`config.mk`:
```
export PLATFORM = sky130hd
export DESIGN_NAME = display_scan_ctrl
export DESIGN_NICKNAME = d
export VERILOG_FILES = /design/src/rtl/display_scan_ctrl.sv
export SDC_FILE = /design/constraint.sdc
export NUM_CORES = 1
export LEC_CHECK = 0
export CAP_MARGIN = 15
export CORE_ASPECT_RATIO = 0.5
export CORE_MARGIN = 3
export CORE_UTILIZATION = 35
export DETAILED_ROUTE_END_ITERATION = 10
export MAX_ROUTING_LAYER = met4
export PLACE_DENSITY = 0.57
export SYNTH_ARGS = -nofsm -noshare
export SYNTH_HDL_FRONTEND = slang
export SYNTH_SLANG_ARGS = --single-unit
```
`constraint.sdc`:
```
create_clock -name clk -period 4.7 [get_ports clk]
set_input_delay 0.47 -clock clk [delete_from_list [all_inputs] [get_ports clk]]
set_output_delay 0.47 -clock clk [all_outputs]
set_load 0.01 [all_outputs]
```
`src/rtl/display_scan_ctrl.sv`:
```
// display_scan_ctrl: 8-digit seven-segment scan controller with per-slot blanking and a digit mask
// Ports: clk, reset (async, active-high), enable (low = dark and frozen), dig_mask[7:0] (1 lets digit i light),
//        seq_sel[2:0] (registered digit index for the nibble mux), a[7:0] (registered active-low anodes),
//        tick (registered pulse on the edge where seq_sel advances).
// Optional build macro DISP_DIM_EN adds brightness[3:0] and a 4-bit PWM dimmer on the DRIVE phase.
module display_scan_ctrl #(
  parameter int REFRESH_DIV = 100000,
  parameter int BLANK_CYC   = 2000
) (
  input  logic       clk,
  input  logic       reset,
  input  logic       enable,
  input  logic [7:0] dig_mask,
`ifdef DISP_DIM_EN
  input  logic [3:0] brightness,
`endif
  output logic [2:0] seq_sel,
  output logic [7:0] a,
  output logic       tick
);
  localparam int W = $clog2(REFRESH_DIV);
  localparam logic [W-1:0] LAST  = W'(REFRESH_DIV - 1);
  localparam logic [W-1:0] BLANK = W'(BLANK_CYC);
  logic [W-1:0] div_cnt, div_nxt;
  logic [2:0]   seq_nxt;
  logic [7:0]   a_nxt;
  logic         wrap, lit;
`ifdef DISP_DIM_EN
  logic [3:0] pwm_cnt, pwm_nxt;
  always_ff @(posedge clk or posedge reset)
    if (reset) pwm_cnt <= '0;
    else       pwm_cnt <= pwm_nxt;
  assign pwm_nxt = enable ? pwm_cnt + 4'd1 : 4'd0;
  assign lit     = pwm_nxt < brightness;
`else
  assign lit = 1'b1;
`endif
  // Anodes are decoded from next-state counters so a and seq_sel change on the same edge.
  always_comb begin
    wrap    = enable && div_cnt == LAST;
    div_nxt = !enable || wrap ? '0 : div_cnt + 1'b1;
    seq_nxt = wrap ? seq_sel + 3'd1 : seq_sel;
    a_nxt   = enable && div_nxt >= BLANK && dig_mask[seq_nxt] && lit ? ~(8'b1 << seq_nxt) : 8'hFF;
  end
  always_ff @(posedge clk or posedge reset)
    if (reset) begin
      div_cnt <= '0;
      seq_sel <= 3'd0;
      a       <= 8'hFF;
      tick    <= 1'b0;
    end else begin
      div_cnt <= div_nxt;
      seq_sel <= seq_nxt;
      a       <= a_nxt;
      tick    <= wrap;
    end
endmodule
```
After elaboration in Yosys (flattened, before gate mapping)

Index checks and enable logic that the tools add are counted.

Bits in registers: 29
Latch bits: 0
Memory bits (writable): 0
Bits in read-only memories: 0
Bits of input ports: 11
Word-level logic and storage cells: 21
Memories: 0

Add/sub/neg operators: 2
Multipliers: 0
Divide/modulo/power cells: 0
$lt $le $gt $ge: 2
Equal/unequal tests: 1
Shifts and indexed selects: 1
Multiplexer cells: 5
Bitwise operators: 1
Reduce and logical (&&, ||, !) cells: 5

Operator list:

| operator              | number |
|---|---|
| $add 17x1->17 const B | 1 |
| $eq 17x17->1 const B  | 1 |
| $ge 17x11->1 const B  | 1 |
| $mux 17               | 1 |
| $mux 8                | 1 |
| $not 8->8             | 1 |
| $shl 1x3->8 const A   | 1 |
| $lt 3x4->1 const B    | 1 |
| $add 3x1->3 const B   | 1 |
| $bmux 1 s3            | 1 |
| $logic_and 1x1->1     | 3 |
| $mux 3                | 1 |
| $logic_not 1->1       | 1 |
| $logic_or 1x1->1      | 1 |
| $mux 1                | 1 |

Longest topological paths before layout

Gate-level depths: netlist of the first run.

Depth in word-level cells: 8
Depth in mapped cells: 8
Mapped depth without buffers: 8

Worst setup path before layout of the first run

No wires, ideal clock.

Kind: register to register
Start point: reg div_cnt[5]
End point: reg a[6]
Data arrival time: 2.172 ns
Data required time: 4.606 ns
Slack: 2.434 ns
Stages on the path, launching flop included: 9
Period minus slack after synthesis: 2.266 ns
Cell sequence: dfrtp_1 -> buf_6 -> or4b_4 -> nor4_4 -> nand2_4 -> clkinv_4 -> nand2_2 -> mux2_4 -> or4_1

Cells in the longest elaborated chain, start to end: 8
Elaborated cells between the ends (all ways): 14
Classes of those cells: add/sub: 1; order compare: 1; eq/ne: 1; shift: 1; mux: 5; bitwise: 1; reduce/logical: 4

RTL lines:

| what                            | RTL line | text |
|---|---|---|
| start: declaration              | 24       | `logic [W-1:0] div_cnt, div_nxt;` |
| start signal: assignment        | 52       | `div_cnt <= div_nxt;` |
| $eq 17x17->1 *                  | 40       | `wrap = enable && div_cnt == LAST;` |
| $logic_and 1x1->1 *             | 40       |  |
| via wrap                        | 27       | `logic wrap, lit;` |
| $logic_or 1x1->1                | 41       | `div_nxt = !enable \|\| wrap ? '0 : div_cnt + 1'b1;` |
| $mux 17                         | 41       |  |
| $ge 17x11->1                    | 43       | `a_nxt = enable && div_nxt >= BLANK && dig_mask[seq_nxt] && lit ? ~(8'b1 << seq_nxt) : 8'hFF;` |
| $logic_and 1x1->1 (2 in series) | 43       |  |
| $mux 8 *                        | 43       |  |
| via a_nxt[6]                    | 26       | `logic [7:0] a_nxt;` |
| end signal: assignment          | 54       | `a <= a_nxt;` |
| end: declaration                | 18       | `output logic [7:0] a,` |

Mark *: on every way through the listed nets, which the timed path passes. The rest lies on a longest branch. The select of a mux whose other input is x is not followed.

Worst setup path after layout of the first run

Start point: reg div_cnt[0]
End point: reg a[5]

Cells in the longest elaborated chain, start to end: 8
Elaborated cells between the ends (all ways): 14
Classes of those cells: add/sub: 1; order compare: 1; eq/ne: 1; shift: 1; mux: 5; bitwise: 1; reduce/logical: 4

RTL lines:

| what                                                  | RTL line |
|---|---|
| branches (longest 7 deep; another with $add 17x1->17) | -- |
| $mux 8 *                                              | 43 |
| via a_nxt[5]                                          | 26 |

Mark *: on every way through the listed nets, which the timed path passes. The select of a mux whose other input is x is not followed.

==> impl_results.md, run 1 <==
* Final Hold Viols at 0
* Hold crit path type: flip-flop to flip-flop
* RSZ-0062 raised after global routing: no
* Setup CP Type: flip-flop to flip-flop
* Max-cap check violation count at 0
* FP Rows at 16
* Worst hold stages at 1
* Post-DP HPWL at 2369 um
* Die Footprint at 0.005430 mm2
* Largest area contributor in the netlist: dfrtp_1
* Final core occ at 46.66%
* Final setup viols at 0
* Sequential share of the synthesized area at 46.34%
* Hold Crit Start: div_cnt[0]$_DFF_PP0_
* Post-synthesis to final-layout area growth at 21.20%
* Clock Tree Buf Depth at 2
* CP startpoint kind: flip-flop
* Comb power frac at 5.1%
* Worst Path Required at 4920 ps
* Std-Cell Core Area at 0.004124 mm2
* Async set-or-reset flop fraction in the synthesized netlist at 100.0%
* Antenna violations before repair at 0
* Worst IR drop on VDD at 97.53 uV
* Distinct cells, synth at 40
* Post-CTS sizing at 0
* Dpl cells at 226
* Synth Flop Type: dfrtp_1
* Final WL at 3272 um
* Worst hold slack at 518.7 ps
* Slew Limit Headroom at 42.33%
* Drc violations at 0
* Total CTS buffers at 5
* Vias in the first global route at 1203
* Commonest cells post-synth: nor2_1, dfrtp_1, nand2_1, xnor2_1
* Largest net degree at the start of global routing at 30
* Num Clock Sinks at 29
* Top-area cell type share of the netlist area at 33.10%
* YS warnings at 0
* Reg-to-reg endpoint: a[5]$_DFF_PP1_
* Vert. Die Dim at 53.63 um
* ANT nets after route at 0
* Detailed-route via count at 1192
* Post-layout min period at 2908 ps
* PortBufs at 22
* Initial drt markers at 73
* Die width at 101.3 um
* Ports at 23
* Cells after synthesis at 157
* First-pass GRT wire length at 5740 um
* Critical R2R Launch: div_cnt[0]$_DFF_PP0_
* Worst hold endpoint: div_cnt[0]$_DFF_PP0_
* Syn Nets at 170
* Worst Path Arrival at 3130 ps
* Post-route setup TNS at 0 ps
* Skew-Pair Late Insertion Delay at 280 ps
* Least-Margin Pin Slew at 865.0 ps
* Layout cells sized above 1 at 16.11%
* Switching share of power at 23.36%
* Slew Limit Fails at 0
* DR pass1 iterations at 7
* Syn_area_per_cell at 10.11 um2
* P_sw at 111.3 uW
* Global route overflow at 0
* Crit path largest cell delay at 730 ps
* DR vias/cell at 5.094
* Pwr/cell area at 247.6 mW/mm2
* Worst clock skew at 3.925 ps
* Top post-synthesis cells by area: dfrtp_1, dfstp_2, xnor2_1
* Count of state elements after synthesis at 29
* Initial Util at 38.50%
* Root Buffer Master: clkbuf_8
* Final period utilization at 61.88%
* Antenna Cells at 0
* Setup Fix Bufs, Post-CTS at 0
* R2r setup slk at 1790 ps
* Flop pwr share at 53.6%
* Achievable clock frequency at 343.8 MHz
* Post-route insts no fill at 234
* Number of flops mapped to enable cells by yosys at 0
* Final nets at 192
* P_int at 365.2 uW
* Clock share of power at 41.3%
* CTS tree: yes
* Leakage dissipation at 0.0007736 uW
* Crit-path cells: ha_1, nand4_1, nor4_4, nand2b_1, nor4_2, nor3_1, or4_1
* H-tree levels at 2
* Slowest stage cell, crit path: nand2b_1
* Status: finished, final reports clean
* Post-DR wirelength/cell at 13.98 um
* Post-Syn Area at 0.001588 mm2
* Tot GR Track Use at 14.68%
* Reg2Reg Depth at 7
* Register clock-pin slew on the reported worst setup and hold paths at 60 ps
* Hold_buf cts at 0
* Count leader, synth: nor2_1
* RD Place Congestion at 0.7759
* CP Capture Type: flip-flop
* Total Power at 476.4 uW
* CP max FO at 23
==> cells in the final DEF (no fill, tap or decap), types with 2 or more instances in the layout <==
cell type / synthesis / layout
and4_1: 2 / 2
nand3_1: 9 / 9
a211oi_1: 2 / 2
nand2_1: 13 / 13
nand4_1: 4 / 4
nor2_1: 23 / 23
clkinv_2: 0 / 2
or4_1: 3 / 3
nor4_4: 2 / 2
or3_1: 2 / 2
a21oi_1: 4 / 4
dfstp_2: 8 / 8
xnor2_1: 12 / 12
clkdlybuf4s50_1: 0 / 22
xor2_1: 9 / 9
nor3_1: 6 / 6
clkbuf_8: 0 / 5
dfrtp_1: 21 / 21
ha_1: 2 / 2
nor4_2: 2 / 2
or3b_1: 3 / 3
a31oi_1: 3 / 3
inv_1: 4 / 4
==> state kept, by name, indices dropped and copies added (netlist names) <==
signal   count
tick         1
a            8
div_cnt     17
seq_sel      3
==> layer usage <==
layer | wire length, um | part of all wire [%] | global-route usage, %
met1 | 1551 | 47 | 17.66
met5 | 0 | 0 | -
met2 | 1529 | 47 | 23.16
met4 | 31 | 0.95 | 7.506
met3 | 160 | 4.9 | 3.881
==> cells by family (layout without fill, tap and decap cells) <==
group                      count (synthesis)  in the layout  share of synthesized area [%]
adders and majority gates                  2              2                          1.576
xor gates and xnor gates                  21             21                          11.58
AOI/OAI and AO/OA                         12             12                          4.649
and+or+nand+nor                           78             78                          29.16
muxes                                      2              2                          2.364
DFF                                       29             29                          46.34
buffers and inverters                     13             36                          4.334
==> how the worst max path moves through the flow <==
stage                               startpoint              to  cells after the start
after detailed placement  div_cnt[0]$_DFF_PP0_  a[0]$_DFF_PP1_                      7
after CTS                 div_cnt[6]$_DFF_PP0_  a[0]$_DFF_PP1_                      6
after global placement    div_cnt[6]$_DFF_PP0_  a[5]$_DFF_PP1_                      6
final                     div_cnt[0]$_DFF_PP0_  a[5]$_DFF_PP1_                      7
after global routing      div_cnt[0]$_DFF_PP0_  a[6]$_DFF_PP1_                      7
after floorplan           div_cnt[5]$_DFF_PP0_  a[6]$_DFF_PP1_                      8
==> layout make-up <==
| cell class | instances | area, um2 |
|---|---|---|
| Clock buffer | 5 | 68.82 |
| Clock inverter | 3 | 17.52 |
| Fill cell | 411 | 2200 |
| Inverter | 5 | 23.77 |
| Multi-Input combinational cell | 115 | 783.3 |
| Sequential cell | 29 | 735.7 |
| Tap cell | 54 | 67.56 |
| Timing Repair Buffer | 23 | 227.7 |
==> worst max-delay path, delay by kind of cell (launching register included) <==
family	cells	cell delay (ps)
flops	1	410
fa+ha+maj	1	300
simple gates	6	2130
==> stage by stage <==
| stage | instance area, um2 | worst slack, ps |
|---|---|---|
| CTS | 1924 | 1749 |
| global route | 1924 | 1445 |
| detailed placement | 1838 | 1769 |
| finish | 1924 | 1792 |
| global placement | 1838 | 1849 |
| floorplan | 1588 | 2434 |
==> power by group through the flow <==
stage | Sequential [uW] | Clock [uW] | Combinational [uW]
3_3_place_gp | 259 | 0 | 24.4
2_1_floorplan | 258 | 0 | 13.4
5_1_grt | 256 | 217 | 27.3
3_5_place_dp | 260 | 0 | 24.8
6_report | 255 | 197 | 24.1
4_1_cts | 255 | 204 | 24.8
Power figures use the tool's default switching activity.
==> run 2: changes to the inputs <==
Clock period 4.7 ns to 2.8 ns, I/O delays scaled along.
==> run 2 against run 1 <==
  * Wire length shrank 1.8%
  * Utilization grew 1.2 points
  * Count of clock-buffer cells in the layout grew 1
  * Critical path depth shrank 1
  * Combinational power grew 73%
  * First-iteration DRC count grew 18%
  * Cell area grew 2.5%
==> impl_results.md, run 2 (synthesis gave the netlist of run 1 again) <==
* GRT met1 Usage at 16.06% (-1.6 points)
* Detailed-route via count at 1206 (+1.2%)
* Die Footprint at 0.005430 mm2 (unchanged)
* Hold_buf cts at 0 (unchanged)
* P_int at 731.9 uW (+100%)
* Post-DP HPWL at 2357 um (-0.50%)
* Std-Cell Core Area at 0.004124 mm2 (unchanged)
* Worst clock skew at 4.722 ps (+0.7977 ps)
* Worst IR drop on VDD at 183.3 uV (+88%)
* Final WL at 3212 um (-1.8%)
* Reg2Reg Depth at 6 (-1)
* Design area at 0.001973 mm2 (+2.5%)
* Post-synthesis to final-layout area growth at 24.27%
* Clock Tree Buf Depth at 2 (unchanged)
* Crit path max-delay family: simple AND/OR/NAND/NOR gates
* Global route overflow at 0 (unchanged)
* Num Clock Sinks at 29 (unchanged)
* Slew Limit Fails at 0 (unchanged)
* PortBufs at 22 (unchanged)
* RSZ-0062 raised after global routing: no
* Clock share of power at 49.2% (+7.9 points)
* Final period utilization at 86.47% (+25 points)
* Skew-Pair Late Insertion Delay at 280 ps (about the same)
* Least-Margin Pin Slew at 496.2 ps (-368.8 ps)
* Setup CP Type: flip-flop to flip-flop
* Flop pwr share at 46.3% (-7.3 points)
* Leakage dissipation at 0.0007974 uW (+3.1%)
* Pwr/cell area at 468.7 mW/mm2 (+89%)
* DR vias/cell at 5.110 (+0.32%)
* CTS tree: yes
* Post-layout min period at 2421 ps (-487.1 ps)
* Achievable clock frequency at 413.0 MHz (+20%)
* CP Buf/Inv Count at 0 (unchanged)
* CP startpoint kind: flip-flop
* Initial drt markers at 86 (+18%)
* Layout cells sized above 1 at 17.03% (+0.92 points)
* RD Place Congestion at 0.7596 (-2.1%)
* Status: finished, final reports clean
* Reg-to-reg endpoint: a[4]$_DFF_PP1_
* Met3 usage at 4.269% (+0.39 points)
* Most common cell after layout, fill and taps aside: nor2_1
* Post-CTS sizing at 0 (unchanged)
* Final Hold Viols at 0 (unchanged)
* Slew Limit Headroom at 66.67% (+24 points)
* Final nets at 194 (+1.0%)
* Antenna Cells at 0 (unchanged)
* Vias in the first global route at 1147 (-4.7%)
* Switching share of power at 20.87% (-2.5 points)
* Max reg flops at 17 (unchanged)
* DR pass1 iterations at 4 (-3)
* Hold crit path type: input pin to async pin
* Crit path largest cell delay at 550 ps (-180 ps)
* CP Capture Type: flip-flop
* Ports at 23 (unchanged)
* Most Used Layer, Global Route: met2
* Vert. Die Dim at 53.63 um (unchanged)
* H-tree levels at 2 (unchanged)
* Largest reg by FF count: div_cnt
* GR Layer Usage met2 at 21.43% (-1.7 points)
* Slowest stage cell, crit path: or4b_4
* # fillers at 383 (-6.8%)
* Die width at 101.3 um (unchanged)
* Worst Path Arrival at 2650 ps (-480 ps)
* Max-cap check violation count at 0 (unchanged)
* Drc violations at 0 (unchanged)
* Largest net degree at the start of global routing at 30 (unchanged)
* Setup Fix Bufs, Post-CTS at 0 (unchanged)
* Total CTS buffers at 5 (unchanged)
* FP Rows at 16 (unchanged)
* Post-DR wirelength/cell at 13.61 um (-2.7%)
* First-pass GRT wire length at 5278 um (-8.0%)
* Crit-path cells: or4b_4, nor4_4, nand2b_1, nor4_2, nor3_1, or4_1
* Comb power frac at 4.5% (-0.6 points)
* Post-route setup TNS at 0 ps (unchanged)
* Initial Util at 38.50% (unchanged)
* Root Buffer Master: clkbuf_8
* ANT nets after route at 0 (unchanged)
* CP max FO at 7 (-70%)
* Commonest non-fill, non-tap cells in the layout: nor2_1, clkdlybuf4s50_1, dfrtp_1
* Area after DPL at 0.001853 mm2 (+0.82%)
* Antenna violations before repair at 0 (unchanged)
* P_sw at 193.0 uW (+73%)
* Tot GR Track Use at 13.41% (-1.3 points)
* Worst Path Required at 3020 ps (-1900 ps)
* R2r setup slk at 380 ps (-1410 ps)
* Final setup viols at 0 (unchanged)
* Critical R2R Launch: div_cnt[6]$_DFF_PP0_
* Biggest regs: div_cnt x17, a x8, seq_sel x3
* Register clock-pin slew on the reported worst setup and hold paths at 70 ps (about the same)
-- run 2: changes by cell type in the layout (fill, tap and decap cells not counted) --
| cell | delta |
|---|---|
| buf_4 | +2 |
| clkinv_2 | -2 |
| clkbuf_8 | +1 |
| bufinv_16 | +1 |
-- run 2: worst max-delay path by stage --
stage | slack [ps] | depth (start not counted) | endpoint | start
floorplan | 530 | 8 | a[6]$_DFF_PP1_ | div_cnt[5]$_DFF_PP0_
global placement | 410 | 7 | a[6]$_DFF_PP1_ | div_cnt[6]$_DFF_PP0_
detailed placement | 340 | 6 | a[5]$_DFF_PP1_ | div_cnt[6]$_DFF_PP0_
CTS | 330 | 6 | a[5]$_DFF_PP1_ | div_cnt[6]$_DFF_PP0_
global route | 110 | 7 | a[5]$_DFF_PP1_ | div_cnt[0]$_DFF_PP0_
finish | 380 | 6 | a[4]$_DFF_PP1_ | div_cnt[6]$_DFF_PP0_
-- run 2: final cells by class --
class | count | area [um2] | share of cell area (%)
Sequential cell | 29 | 735.7 | 37.29
Clock inverter | 2 | 37.54 | 1.902
Tap cell | 54 | 67.56 | 3.424
Inverter | 5 | 23.77 | 1.205
Multi-Input combinational cell | 115 | 783.3 | 39.70
Clock buffer | 6 | 82.58 | 4.185
Timing Repair Buffer | 25 | 242.7 | 12.30
-- run 2: through the flow --
step                utilization, %  setup WS [ps]  total power, uW  hold slack [ps]  std cells
detailed placement           44.93          340.3            478.2            502.1        228
global placement             44.93          412.5            477.5            492.9        228
floorplan                        -          533.8            455.4            352.2        157
global route                 47.85          108.8            954.0            406.6        236
finish                       47.85          378.8            924.9            372.8        236
CTS                          47.85          328.9            936.1            382.0        236
-- run 2: metal layers --
layer / part of all wire [%] / up-vias
met5: 0 / -
met4: 0.50 / 0
met3: 4.7 / 2
met2: 46 / 31
met1: 49 / 575
li1: - / 598
-- run 2: power by group through the flow --
stage	clock [uW]	sequential (uW)	combinational, uW
after global routing	479	429	46.8
after CTS	465	428	43.0
final	455	428	41.6
after global placement	0	435	42.6
after detailed placement	0	435	42.8
after floorplan	0	433	22.5
-- run 2: worst register-to-register path, stage by stage, from the launching register on --
cell	delay, ps
dfrtp_1	450
or4b_4	550
nor4_4	310
nand2b_1	310
nor4_2	100
nor3_1	450
or4_1	200
==> run 3: changes to the inputs <==
--- a/config.mk
+++ b/config.mk
@@ -11,4 +11,5 @@
 export CORE_UTILIZATION = 35
 export DETAILED_ROUTE_END_ITERATION = 10
+export GPL_ROUTABILITY_DRIVEN = 0
 export MAX_ROUTING_LAYER = met4
 export PLACE_DENSITY = 0.57
==> constraint.sdc (replaced) <==
create_clock -name clk -period 2.8 [get_ports clk]
set_input_delay 0.28 -clock clk [delete_from_list [all_inputs] [get_ports clk]]
set_output_delay 0.28 -clock clk [all_outputs]
set_load 0.1 [all_outputs]
==> run 3 against run 2 <==
  * Clock skew grew 1.0 ps
  * Highest routed layer unchanged
  * Wire length shrank 1.1%
  * Register-to-register slack is essentially flat
  * Sequential share of layout area grew 0.58 points
  * Sequential power is essentially flat
  * Global-route usage grew 0.072 points
==> impl_results.md, run 3 (synthesis gave the netlist of run 1 again) <==
* Worst Path Arrival at 2650 ps (about the same)
* Leakage dissipation at 0.0008034 uW (+0.75%)
* Antenna Cells at 0 (unchanged)
* Initial drt markers at 26 (-70%)
* DR pass1 iterations at 5 (+1)
* Antenna violations before repair at 0 (unchanged)
* CP Capture Type: flip-flop
* RSZ-0062 raised after global routing: no
* Post-DP HPWL at 2322 um (-1.5%)
* Worst Path Required at 3020 ps (about the same)
* Post-DR wirelength/cell at 13.46 um (-1.1%)
* Skew-Pair Late Insertion Delay at 270 ps (about the same)
* Slew Limit Headroom at 66.49% (-0.18 points)
* H-tree levels at 2 (unchanged)
* Vert. Die Dim at 53.63 um (unchanged)
* CTS tree: yes
* Largest reg by FF count: div_cnt
* Vias in the first global route at 1085 (-5.4%)
* Register clock-pin slew on the reported worst setup and hold paths at 70 ps (about the same)
* Post-CTS sizing at 0 (unchanged)
* Clock Tree Buf Depth at 2 (unchanged)
* # fillers at 390 (+1.8%)
* Final WL at 3176 um (-1.1%)
* Num Clock Sinks at 29 (unchanged)
* Final nets at 194 (unchanged)
* Layout cells sized above 1 at 23.63% (+6.6 points)
* Most common cell after layout, fill and taps aside: nor2_1
* R2r setup slk at 370 ps (about the same)
* Die Footprint at 0.005430 mm2 (unchanged)
* Die width at 101.3 um (unchanged)
* Root Buffer Master: clkbuf_8
* Final Hold Viols at 0 (unchanged)
* ANT nets after route at 0 (unchanged)
* DR vias/cell at 4.962 (-2.9%)
* FP Rows at 16 (unchanged)
* Max-cap check violation count at 0 (unchanged)
* Std-Cell Core Area at 0.004124 mm2 (unchanged)
* Worst IR drop on VDD at 192.8 uV (+5.2%)
* Hold_buf cts at 0 (unchanged)
* Biggest regs: div_cnt x17, a x8, seq_sel x3
* Worst clock skew at 5.761 ps (+1.038 ps)
* CP max FO at 7 (unchanged)
* Post-layout min period at 2427 ps (+5.931 ps)
* Global route overflow at 0 (unchanged)
* Commonest non-fill, non-tap cells in the layout: nor2_1, dfrtp_1, buf_4
* Post-synthesis to final-layout area growth at 22.38%
* Final core occ at 47.12% (-0.73 points)
* Post-route setup TNS at 0 ps (unchanged)
* Reg2Reg Depth at 6 (unchanged)
* Pwr/cell area at 473.6 mW/mm2 (+1.0%)
* Setup CP Type: flip-flop to flip-flop
* Total CTS buffers at 5 (unchanged)
* Max reg flops at 17 (unchanged)
* Largest net degree at the start of global routing at 30 (unchanged)
* PortBufs at 22 (unchanged)
* Worst hold slack at 376.7 ps (+3.906 ps)
* Final period utilization at 86.68% (+0.21 points)
* Drc violations at 0 (unchanged)
* Final setup viols at 0 (unchanged)
* CP startpoint kind: flip-flop
* Achievable clock frequency at 412.0 MHz (-0.24%)
* Ports at 23 (unchanged)
* Detailed-route via count at 1171 (-2.9%)
* Tot GR Track Use at 13.48% (+0.072 points)
* Initial Util at 38.50% (unchanged)
* Status: finished, final reports clean
* Slew Limit Fails at 0 (unchanged)
* First-pass GRT wire length at 5368 um (+1.7%)
* Setup Fix Bufs, Post-CTS at 0 (unchanged)
* Total Power at 920.3 uW (-0.50%)
* Least-Margin Pin Slew at 498.8 ps (+2.680 ps)
* Hold crit path type: input pin to async pin
## run 3: changes by cell type in the layout (fill, tap and decap cells not counted), sizes merged
cell           delta
buf              +12
clkdlybuf4s50    -12
## run 3: cell type report
type / count / area, um2 / share of cell area (%)
sequential: 29 / 735.7 / 37.86
timing repair buffer: 25 / 212.7 / 10.95
inverter: 5 / 23.77 / 1.223
multi-input combinational: 115 / 783.3 / 40.31
clock buffer: 6 / 82.58 / 4.250
tap: 54 / 67.56 / 3.477
clock inverter: 2 / 37.54 / 1.932
## run 3: worst paths after layout
path / from / to
max in group asynchronous: reset / a[3]$_DFF_PP1_
max: div_cnt[6]$_DFF_PP0_ / a[4]$_DFF_PP1_
max reg2reg: div_cnt[6]$_DFF_PP0_ / a[4]$_DFF_PP1_
min in group clk: div_cnt[0]$_DFF_PP0_ / div_cnt[0]$_DFF_PP0_
min: reset / div_cnt[0]$_DFF_PP0_
min reg2reg: div_cnt[0]$_DFF_PP0_ / div_cnt[0]$_DFF_PP0_
## run 3: metrics by stage
stage | area, um2 | setup slack [ps] | instances
after global routing | 1943 | 124.9 | 236
after global placement | 1823 | 409.3 | 228
after floorplan | 1588 | 525.0 | 157
final | 1943 | 372.9 | 236
after CTS | 1943 | 314.0 | 236
after detailed placement | 1823 | 328.9 | 228
## run 3: worst max-delay path, stage by stage (launching register included)
cell      delay [ps]
dfrtp_1          450
or4b_4           550
nor4_4           310
nand2b_1         310
nor4_2            90
nor3_1           450
or4_1            210
## run 3: metal layers
layer	routed length, um	global-route usage [%]	share of wire, %	vias to the layer above
met5	0	-	0	-
met4	21	3.974	0.66	0
met3	142	4.398	4.5	2
met2	1459	20.24	46	26
met1	1552	17.51	49	553
li1	-	-	-	590
## run 3: power by group
part           total, uW  switching (uW)  leakage (uW)  internal [uW]
Combinational       41.7            22.0      0.000371           19.8
Sequential           428            4.60      0.000375            423
Clock                451             162     0.0000574            289
